**src/rtl/operand_fetch.sv**
```systemverilog
// Operand fetch: register-file read addressing, writeback bypass, pending-write
// scoreboard with RAW/WAW stall, and a registered operand stage for execute.
// Define OPFETCH_BYPASS_EN to forward same-cycle writeback data and release hazards in that cycle.
module operand_fetch #(
  parameter int XLEN  = 32,
  parameter int TAG_W = 32
) (
  input  logic             clk,
  input  logic             rst_n,
  input  logic             in_valid,
  output logic             in_ready,
  input  logic [4:0]       in_rs1,
  input  logic [4:0]       in_rs2,
  input  logic [4:0]       in_rd,
  input  logic             in_rd_we,
  input  logic [TAG_W-1:0] in_tag,
  output logic [4:0]       rf_rs1,
  output logic [4:0]       rf_rs2,
  input  logic [XLEN-1:0]  rf_rd1,
  input  logic [XLEN-1:0]  rf_rd2,
  input  logic             wb_we,
  input  logic [4:0]       wb_rd,
  input  logic [XLEN-1:0]  wb_wd,
  output logic             out_valid,
  input  logic             out_ready,
  output logic [XLEN-1:0]  out_op1,
  output logic [XLEN-1:0]  out_op2,
  output logic [4:0]       out_rd,
  output logic             out_rd_we,
  output logic [TAG_W-1:0] out_tag
);

  // Handshake: a transfer happens on a cycle where valid && ready at the rising
  // edge; ready never looks at valid, and a producer holds its payload until taken.

  logic [31:0]      pend_q, pend_d;
  logic             out_valid_q, out_valid_d;
  logic [XLEN-1:0]  op1_q, op1_d, op2_q, op2_d;
  logic [4:0]       rd_q, rd_d;
  logic             rd_we_q, rd_we_d;
  logic [TAG_W-1:0] tag_q, tag_d;

  logic            eff_we, clr;
  logic            byp1, byp2, bypd;
  logic            hz1, hz2, hzd, stall;
  logic            ready_c, accept;
  logic [XLEN-1:0] op1_sel, op2_sel;

  assign rf_rs1 = in_rs1;
  assign rf_rs2 = in_rs2;

  always_comb begin
    eff_we = in_rd_we && (in_rd != 5'd0);
    clr    = wb_we && (wb_rd != 5'd0);
`ifdef OPFETCH_BYPASS_EN
    byp1 = clr && (wb_rd == in_rs1);
    byp2 = clr && (wb_rd == in_rs2);
    bypd = clr && (wb_rd == in_rd);
`else
    byp1 = 1'b0;
    byp2 = 1'b0;
    bypd = 1'b0;
`endif
    // A hazard on a register being written back this cycle resolves only with bypass.
    hz1   = (in_rs1 != 5'd0) && pend_q[in_rs1] && !byp1;
    hz2   = (in_rs2 != 5'd0) && pend_q[in_rs2] && !byp2;
    hzd   = eff_we && pend_q[in_rd] && !bypd;
    stall = hz1 || hz2 || hzd;

    ready_c = (!out_valid_q || out_ready) && !stall;
    accept  = in_valid && ready_c;

    if (in_rs1 == 5'd0) op1_sel = '0;
    else if (byp1)      op1_sel = wb_wd;
    else                op1_sel = rf_rd1;

    if (in_rs2 == 5'd0) op2_sel = '0;
    else if (byp2)      op2_sel = wb_wd;
    else                op2_sel = rf_rd2;
  end

  always_comb begin
    out_valid_d = out_valid_q;
    op1_d       = op1_q;
    op2_d       = op2_q;
    rd_d        = rd_q;
    rd_we_d     = rd_we_q;
    tag_d       = tag_q;
    if (accept) begin
      out_valid_d = 1'b1;
      op1_d       = op1_sel;
      op2_d       = op2_sel;
      rd_d        = in_rd;
      rd_we_d     = eff_we;
      tag_d       = in_tag;
    end else if (out_ready) begin
      out_valid_d = 1'b0;
    end
  end

  // Clear before set so a same-cycle clear and re-issue leaves the bit pending.
  always_comb begin
    pend_d = pend_q;
    if (clr)              pend_d[wb_rd] = 1'b0;
    if (accept && eff_we) pend_d[in_rd] = 1'b1;
  end

  always_ff @(posedge clk or negedge rst_n) begin
    if (!rst_n) begin
      pend_q      <= '0;
      out_valid_q <= 1'b0;
      op1_q       <= '0;
      op2_q       <= '0;
      rd_q        <= '0;
      rd_we_q     <= 1'b0;
      tag_q       <= '0;
    end else begin
      pend_q      <= pend_d;
      out_valid_q <= out_valid_d;
      op1_q       <= op1_d;
      op2_q       <= op2_d;
      rd_q        <= rd_d;
      rd_we_q     <= rd_we_d;
      tag_q       <= tag_d;
    end
  end

  assign in_ready  = ready_c;
  assign out_valid = out_valid_q;
  assign out_op1   = op1_q;
  assign out_op2   = op2_q;
  assign out_rd    = rd_q;
  assign out_rd_we = rd_we_q;
  assign out_tag   = tag_q;

endmodule

```
**config.mk**
```make
export PLATFORM = sky130hd
export DESIGN_NAME = operand_fetch
export DESIGN_NICKNAME = d
export VERILOG_FILES = /design/src/rtl/operand_fetch.sv
export SDC_FILE = /design/constraint.sdc
export NUM_CORES = 1
export LEC_CHECK = 0
export ABC_AREA = 1
export BUFFER_PORTS_ARGS = -buffer_cell sky130_fd_sc_hd__buf_2
export CORE_MARGIN = 2
export CORE_UTILIZATION = 47
export CTS_BUF_LIST = sky130_fd_sc_hd__clkbuf_4 sky130_fd_sc_hd__clkbuf_8
export CTS_CLUSTER_SIZE = 12
export DETAILED_ROUTE_END_ITERATION = 7
export GPL_TIMING_DRIVEN = 1
export PLACE_DENSITY = 0.9
export SETUP_SLACK_MARGIN = 0.05
export SYNTH_ARGS = -nofsm -noshare
export SYNTH_HDL_FRONTEND = slang
export SYNTH_SLANG_ARGS = --single-unit
export TNS_END_PERCENT = 30
```
**constraint.sdc**
```tcl
create_clock -name clk -period 3.87 [get_ports clk]
set_input_delay 0.5805 -clock clk [delete_from_list [all_inputs] [get_ports clk]]
set_output_delay 0.5805 -clock clk [all_outputs]
set_load 0.01 [all_outputs]
```
* Yosys cells after proc, flatten, opt, wreduce, memory -nomap -nowiden
Index checks and enable logic that the tools add are counted.
Cells by class: multiplexer cells 16, bitwise logic cells 3, order comparisons 6, reductions and logical operators 22
Operators by type and width (count):
- 32-bit 2-to-1 mux | 4
- 32-bit AND | 1
- 32-bit NOT | 1
- 32-bit bitwise OR | 1
- 5-bit by 6-bit < comparator with 1-bit output, second input constant | 4
- 5-bit nonzero test | 4
- 1-bit binary-select mux with 5-bit select | 3
- 1-bit demux with 5-bit select | 2
- 5-bit by 1-bit greater-or-equal comparator with 1-bit output, second input constant | 2
- 1-bit logical AND | 10
- 5-bit logical NOT | 2
- 1-bit 2-to-1 mux | 7
- 1-bit logical OR | 3
- 1-bit logical NOT | 2
- 2-bit nonzero test | 1
Word-level totals: bits in registers 135, bits of input ports 154, logic and storage cells 54, output and inout bits 114

* Depth between registers and ports, before layout
Gate-level depths: netlist of run 1.
depth after elaboration 10, gate-level depth with buffers 17, gate-level depth less buffers 14

* Worst setup path after synthesis of run 1
Ideal clock, no wire load.
path type input to output, start point in in_rd[0], end point out in_ready, cell stages on the path 9, setup slack 1.618 ns, buffers on the path 2, arrival 1.671 ns, data required time 3.289 ns, path through buf_4 inv_4 buf_6 nand2_2 o21ai_1 inv_1 a21oi_2 nand3_2 inv_1
Between the ends: longest elaborated chain between the ends 6, elaborated cells between the ends (all ways) 8, classes of those cells mux (2); reduce/logical (6)
RTL lines:
- start, declared | line 14 | input logic [4:0] in_rd,
- 1-bit binary-select mux with 5-bit select / 5-bit nonzero test (equally long branches) | line 67, 53
- 1-bit 2-to-1 mux (implied by the code) / 1-bit logical AND (equally long branches) | line 67, 53
- 1-bit logical AND * | line 67 | hzd = eff_we && pend_q[in_rd] && !bypd;
- 1-bit logical OR * | line 68 | stall = hz1 || hz2 || hzd;
- 1-bit logical NOT * | line 70 | ready_c = (!out_valid_q || out_ready) && !stall;
- 1-bit logical AND * | line 70
- end, declared | line 11 | output logic in_ready,
Every way passes the cells marked *; elsewhere a longest branch is shown, timed or not. The select of a mux whose other input is x is not followed.

* Final worst setup path of run 1
Same ends and word-level chain as after synthesis.

==> out/results.ini, run 1 <==
[run_status]
outcome = finished clean

[drt]
first_iter_violations = 685
drc = 0
ant_nets = 0
vias_per_cell = 5.177
vias = 6741
wire_per_inst_um = 14.64
detail_route.first_pass.iterations = 5
routed_wl_um = 19060

[global_route]
use_met3 = 0.06181
grtUsageTotal = 0.2460
grtUsageMet2 = 0.4045
grt_overflow_total = 0
grt_pass1_vias = 6092
grt_pass1_wl_um = 29090
grt_max_degree = 132
use_met1 = 0.3088
antenna_found_initial = 0
busiest_layer = met2

[pwr]
switching_share = 0.3517
pwr-share-comb = 0.275
leakagePower_nw = 4.645
switching_power_mw = 1.452
total_power_mw = 4.128
p_int_mw = 2.676
power_density_nw_per_um2 = 503.9
vdd_drop_max_uv = 271.1
clkPwrFrac = 0.257
seqPwrFrac = 0.468

[cts]
post-cts-setup-buffers = 0
cts_tree = done
clk-insertion-delay-late_ps = 440
clk_pin_slew_worst_paths_ps = 70
holdBufCountCts = 0
cts_buffers = 17
cts_buffer_depth = 2
clock-sinks = 135
root_buffer = clkbuf_8
htreeDepth = 4
ctsResizeCount = 0

[min_path]
hold_path.class = in -> async

[cells_and_area]
final_common_cell = nand2_1
finalNonFillerCells = 1302
layout_common_cells = nand2_1, buf_2, dfrtp_1
drive_gt1_frac = 0.2516
fin_nets = 1262
fillerInstances = 1221
synthToLayoutAreaGrowth_pct = 22.39

[floorplan]
die_h_um = 123.3
chipWidth_um = 123.3
io_pins = 268
rows = 43
dieArea_um2 = 15210
start_util = 0.4822
core_area_um2 = 13880

[yosys]
synth.largest_area_cell = dfrtp_1
synth_cell_types = 23
synth_warnings = 0
netlist_area_um2 = 6694
syn_avg_cell_area_um2 = 7.405
synth_area_leaders = dfrtp_1, nand2_1, nand3_1
syn_inst = 904
netlist.area_leader.share = 0.5047
ys_seq_elements = 135
ys_seq_area_frac = 0.5047
synthesis.nets = 1058

[sta]
period_minus_slack_ps = 2826
finalCritPeriodShare = 0.7303
finClkSkew_ps = 14.11
maxSlewHeadroom = 0.3417
rsz0062_at_grt = false
hold_ws_ps = 277.1
worstMarginPinSlew_ps = 987.5
setup_viol = 0
hold_viol_final = 0
slew_violations = 0
fmax_mhz = 353.8
setup_tns_ps = 0
worst_slack_ps = 1044

[setup_path]
required_ps = 3290
crit_top_cell = nand2_1
cpPeakStageDelay_ps = 340
critPathLaunchType = input pin
crit_family = buffers and inverters
end_kind = output pin
path_class = in -> out
crit_fanout = 19
worstPathArrival_ps = 2250
crit_chain = buf_2 -> inv_4 -> nand2_1 -> nand2_1 -> nand2_1 -> nand2_1 -> nand2_1 -> nand2_1 -> nor2_1 -> nand2_1 -> a21oi_2 -> nand3_2 -> inv_1 -> buf_2
cp_slowest_cell = buf_2
cp_num_buf_inv = 4

[placed_design]
gp_congestion = 0.9361
place_inst = 1269
pre_cts_ws_ps = 900.7
portBuffers = 235
dp_hpwl_um = 13490

[job]
max_cap_viol_count = 0

==> per-layer routing <==
metal  wire, um  up-vias
met5          0        -
met2       9015      356
li1           -     3293
met1       7665     3043
met3       1842       49
met4        537        0
==> cells by family after synthesis <==
logic type,count (synthesis),synth area share
simple gates,574,0.3449
flops,135,0.5047
compound gates,106,0.08093
buf+inv,89,0.06953
==> cells in the mapped netlist (all sizes together) <==
| cell | n |
|---|---|
| clkinv | 1 |
| clkbuf | 9 |
| o21ai | 101 |
| buf | 49 |
| nand2 | 430 |
| nor3 | 10 |
| dfrtp | 135 |
| nor2 | 35 |
| nand3 | 97 |
| o31ai | 3 |
| inv | 30 |
| a21oi | 2 |
| nand4 | 2 |
==> registers in the layout, indices dropped and copies added, names as in the netlist <==
signal     flops
out_op1       32
out_op2       32
out_tag       32
pend_q        32
out_rd         5
out_rd_we      1
out_valid      1
==> worst reg2reg max path, cell delays in order, from the launching register on <==
cell	delay, ps
dfrtp_1	440
nand2_1	90
nand2_1	70
nand2_1	60
nand2_1	80
nand2_1	60
nand2_1	50
nor2_1	70
nand2_1	80
a21oi_2	220
nand3_2	130
nor2_4	90
buf_4	520
nand3_1	180
nand2_1	110
==> per-stage QoR <==
step                cell area, um^2    util
floorplan                      6694       -
CTS                            8190  0.5900
global placement               7828  0.5639
finish                         8193  0.5902
global route                   8190  0.5900
detailed placement             7828  0.5639
==> layout make-up <==
cell class	count	area [um^2]	share of cell area
Antenna cell	1	2.502	0.0003054
Timing Repair Buffer	243	1255	0.1532
Clock buffer	20	269.0	0.03283
Tap cell	180	225.2	0.02749
Inverter	31	118.9	0.01451
Multi-Input combinational cell	680	2850	0.3479
Clock inverter	12	93.84	0.01145
Sequential cell	135	3378	0.4123
==> path summary, 6_finish.rpt <==
path / from / end / slack (ps) / cells after the start
min reg2reg: pend_q[0]$_DFF_PN0_ / pend_q[0]$_DFF_PN0_ / 450 / 0
min in group clk: in_tag[29] / out_tag[29]$_DFFE_PN0P_ / 330 / 3
min: rst_n / out_op2[13]$_DFFE_PN0P_ / 280 / 1
max reg2reg: pend_q[1]$_DFF_PN0_ / pend_q[26]$_DFF_PN0_ / 1560 / 14
max: in_rd[0] / in_ready / 1040 / 14
max in group asynchronous: rst_n / out_op1[19]$_DFFE_PN0P_ / 2790 / 2
==> power groups by stage <==
stage	Sequential (mW)	Clock, mW	Combinational, mW
final	1.93	1.06	1.14
after floorplan	2.08	0	0.484
after global placement	1.93	0	1.11
after detailed placement	1.95	0	1.14
after CTS	1.93	1.08	1.14
after global routing	1.97	1.15	1.28
No activity file was read; power rests on OpenSTA's default activity.
==> run 2, diff against run 1 <==
--- a/config.mk
+++ b/config.mk
@@ -8,12 +8,12 @@
 export ABC_AREA = 1
 export BUFFER_PORTS_ARGS = -buffer_cell sky130_fd_sc_hd__buf_2
 export CORE_MARGIN = 2
-export CORE_UTILIZATION = 47
+export CORE_UTILIZATION = 46
 export CTS_BUF_LIST = sky130_fd_sc_hd__clkbuf_4 sky130_fd_sc_hd__clkbuf_8
 export CTS_CLUSTER_SIZE = 12
 export DETAILED_ROUTE_END_ITERATION = 7
 export GPL_TIMING_DRIVEN = 1
-export PLACE_DENSITY = 0.9
+export PLACE_DENSITY = 0.92
 export SETUP_SLACK_MARGIN = 0.05
 export SYNTH_ARGS = -nofsm -noshare
 export SYNTH_HDL_FRONTEND = slang
==> constraint.sdc (replaced) <==
create_clock -name clk -period 2.5 [get_ports clk]
set_input_delay 0.375 -clock clk [delete_from_list [all_inputs] [get_ports clk]]
set_output_delay 0.375 -clock clk [all_outputs]
set_load 0.01 [all_outputs]
==> out/results.ini, run 2 (synthesis results as in run 1) <==
[run_status]
outcome = finished clean

[pwr]
leakagePower_nw = 4.784
vdd_drop_max_uv = 445.6
power_density_nw_per_um2 = 770.3

[cells_and_area]
drive_gt1_frac = 0.2640
final_common_cell = nand2_1
final_area_um2 = 8461
layout_common_cells = nand2_1, buf_2, dfrtp_1
fin_nets = 1281
fillerInstances = 1285
final_core_util = 0.5888
area.sequential_um2 = 3379
diodes = 0
multi_input_area_um2 = 2850
synthToLayoutAreaGrowth_pct = 26.39

[min_path]
hold_path.class = in -> reg

[cts]
clk-insertion-delay-late_ps = 440
cts_buffer_depth = 2
cts_buffers = 17
cts_tree = done
root_buffer = clkbuf_8
clock-sinks = 135
htreeDepth = 4
clk_pin_slew_worst_paths_ps = 80

[job]
max_cap_viol_count = 0

[sta]
slew_violations = 0
finClkSkew_ps = 10.12
maxSlewHeadroom = 0.6240
worst_slack_ps = 146.4
worstMarginPinSlew_ps = 564.1
rsz0062_at_grt = false
setup_tns_ps = 0
period_minus_slack_ps = 2354
setup_viol = 0
finalCritPeriodShare = 0.9414
hold_viol_final = 0
fmax_mhz = 424.9

[placed_design]
portBuffers = 235
gp_congestion = 0.9526
dp_hpwl_um = 13980
placed_cell_area_um2 = 8065
pre_cts_ws_ps = 55.38

[setup_path]
crit_fanout = 4
crit_top_cell = nand2_1
cp_slowest_cell = dfrtp_1
end_kind = output pin
required_ps = 2120
critPathLaunchType = flop
crit_chain = nand2_1 -> nand2_1 -> nand2_1 -> nand2_1 -> nand2_1 -> nand2_1 -> nor2_1 -> nand2_1 -> a21oi_2 -> nand3_2 -> inv_1 -> buf_2
r2r_slack_ps = 260
worstPathArrival_ps = 1980
cpPeakStageDelay_ps = 450
path_class = reg -> out

[floorplan]
rows = 44
die_h_um = 124.6
io_pins = 268
core_area_um2 = 14370
dieArea_um2 = 15530
chipWidth_um = 124.6
start_util = 0.4659

[drt]
wire_per_inst_um = 14.59
vias = 6859
first_iter_violations = 620
vias_per_cell = 5.181
ant_nets = 0
detail_route.first_pass.iterations = 6
drc = 0
routed_wl_um = 19310

[global_route]
grt_pass1_vias = 6434
grtUsageTotal = 0.2513
grt_pass1_wl_um = 31570
grt_max_degree = 64
antenna_found_initial = 1
grt_overflow_total = 0

[run 2: power breakdown]
part           total, mW  internal, mW  switching, mW
logic               1.83         0.759           1.07
clock network       1.69         0.742          0.950
registers           3.00          2.68          0.313
[run 2: cell type report]
type,instances,share of cell area
clock inverter,14,0.01508
tap,184,0.02721
inverter,31,0.01405
multi-input combinational,680,0.3369
timing repair buffer,262,0.1788
clock buffer,18,0.02854
sequential,135,0.3994
[run 2: repair_timing]
item,in CTS,in global routing
endpoints found under the setup margin,0,1
resized for setup,0,1
endpoints found under the hold margin,57,0
hold buffers,1,0
setup buffers,0,2
[run 2: worst max-delay path: cells and delay by family, from the launching register on]
family                 cells  cell delay, ps
AO/OA/AOI/OAI              1             210
flip-flops                 1             450
AND/OR/NAND/NOR            9             680
buffers and inverters      2             210
[run 2: layer usage]
layer / GRT usage / routed length (um) / up-vias
met5: 0 / 7 / -
met4: 0.1157 / 616 / 2
met3: 0.05284 / 1760 / 58
met2: 0.4086 / 9288 / 383
met1: 0.3237 / 7639 / 3084
li1: - / - / 3332
[run 2: path summary, 6_finish.rpt]
path,to,cells after the start,start
min in group asynchronous,out_op2[14]$_DFFE_PN0P_,2,rst_n
setup / recovery,in_ready,12,pend_q[1]$_DFF_PN0_
hold reg to reg,pend_q[0]$_DFF_PN0_,0,pend_q[0]$_DFF_PN0_
hold / removal,out_valid$_DFFE_PN0P_,2,out_ready
setup reg to reg,out_op1[23]$_DFFE_PN0P_,15,pend_q[1]$_DFF_PN0_
max in group asynchronous,out_op1[25]$_DFFE_PN0P_,3,rst_n
[run 2: per-stage QoR]
stage / power, mW / hold slack [ps] / cells
2_1_floorplan: 3.961 / 79.41 / 904
3_3_place_gp: 4.765 / 386.3 / 1289
3_5_place_dp: 4.852 / 387.1 / 1289
4_1_cts: 6.556 / 84.99 / 1322
5_1_grt: 6.941 / 103.9 / 1324
6_report: 6.517 / 117.8 / 1324
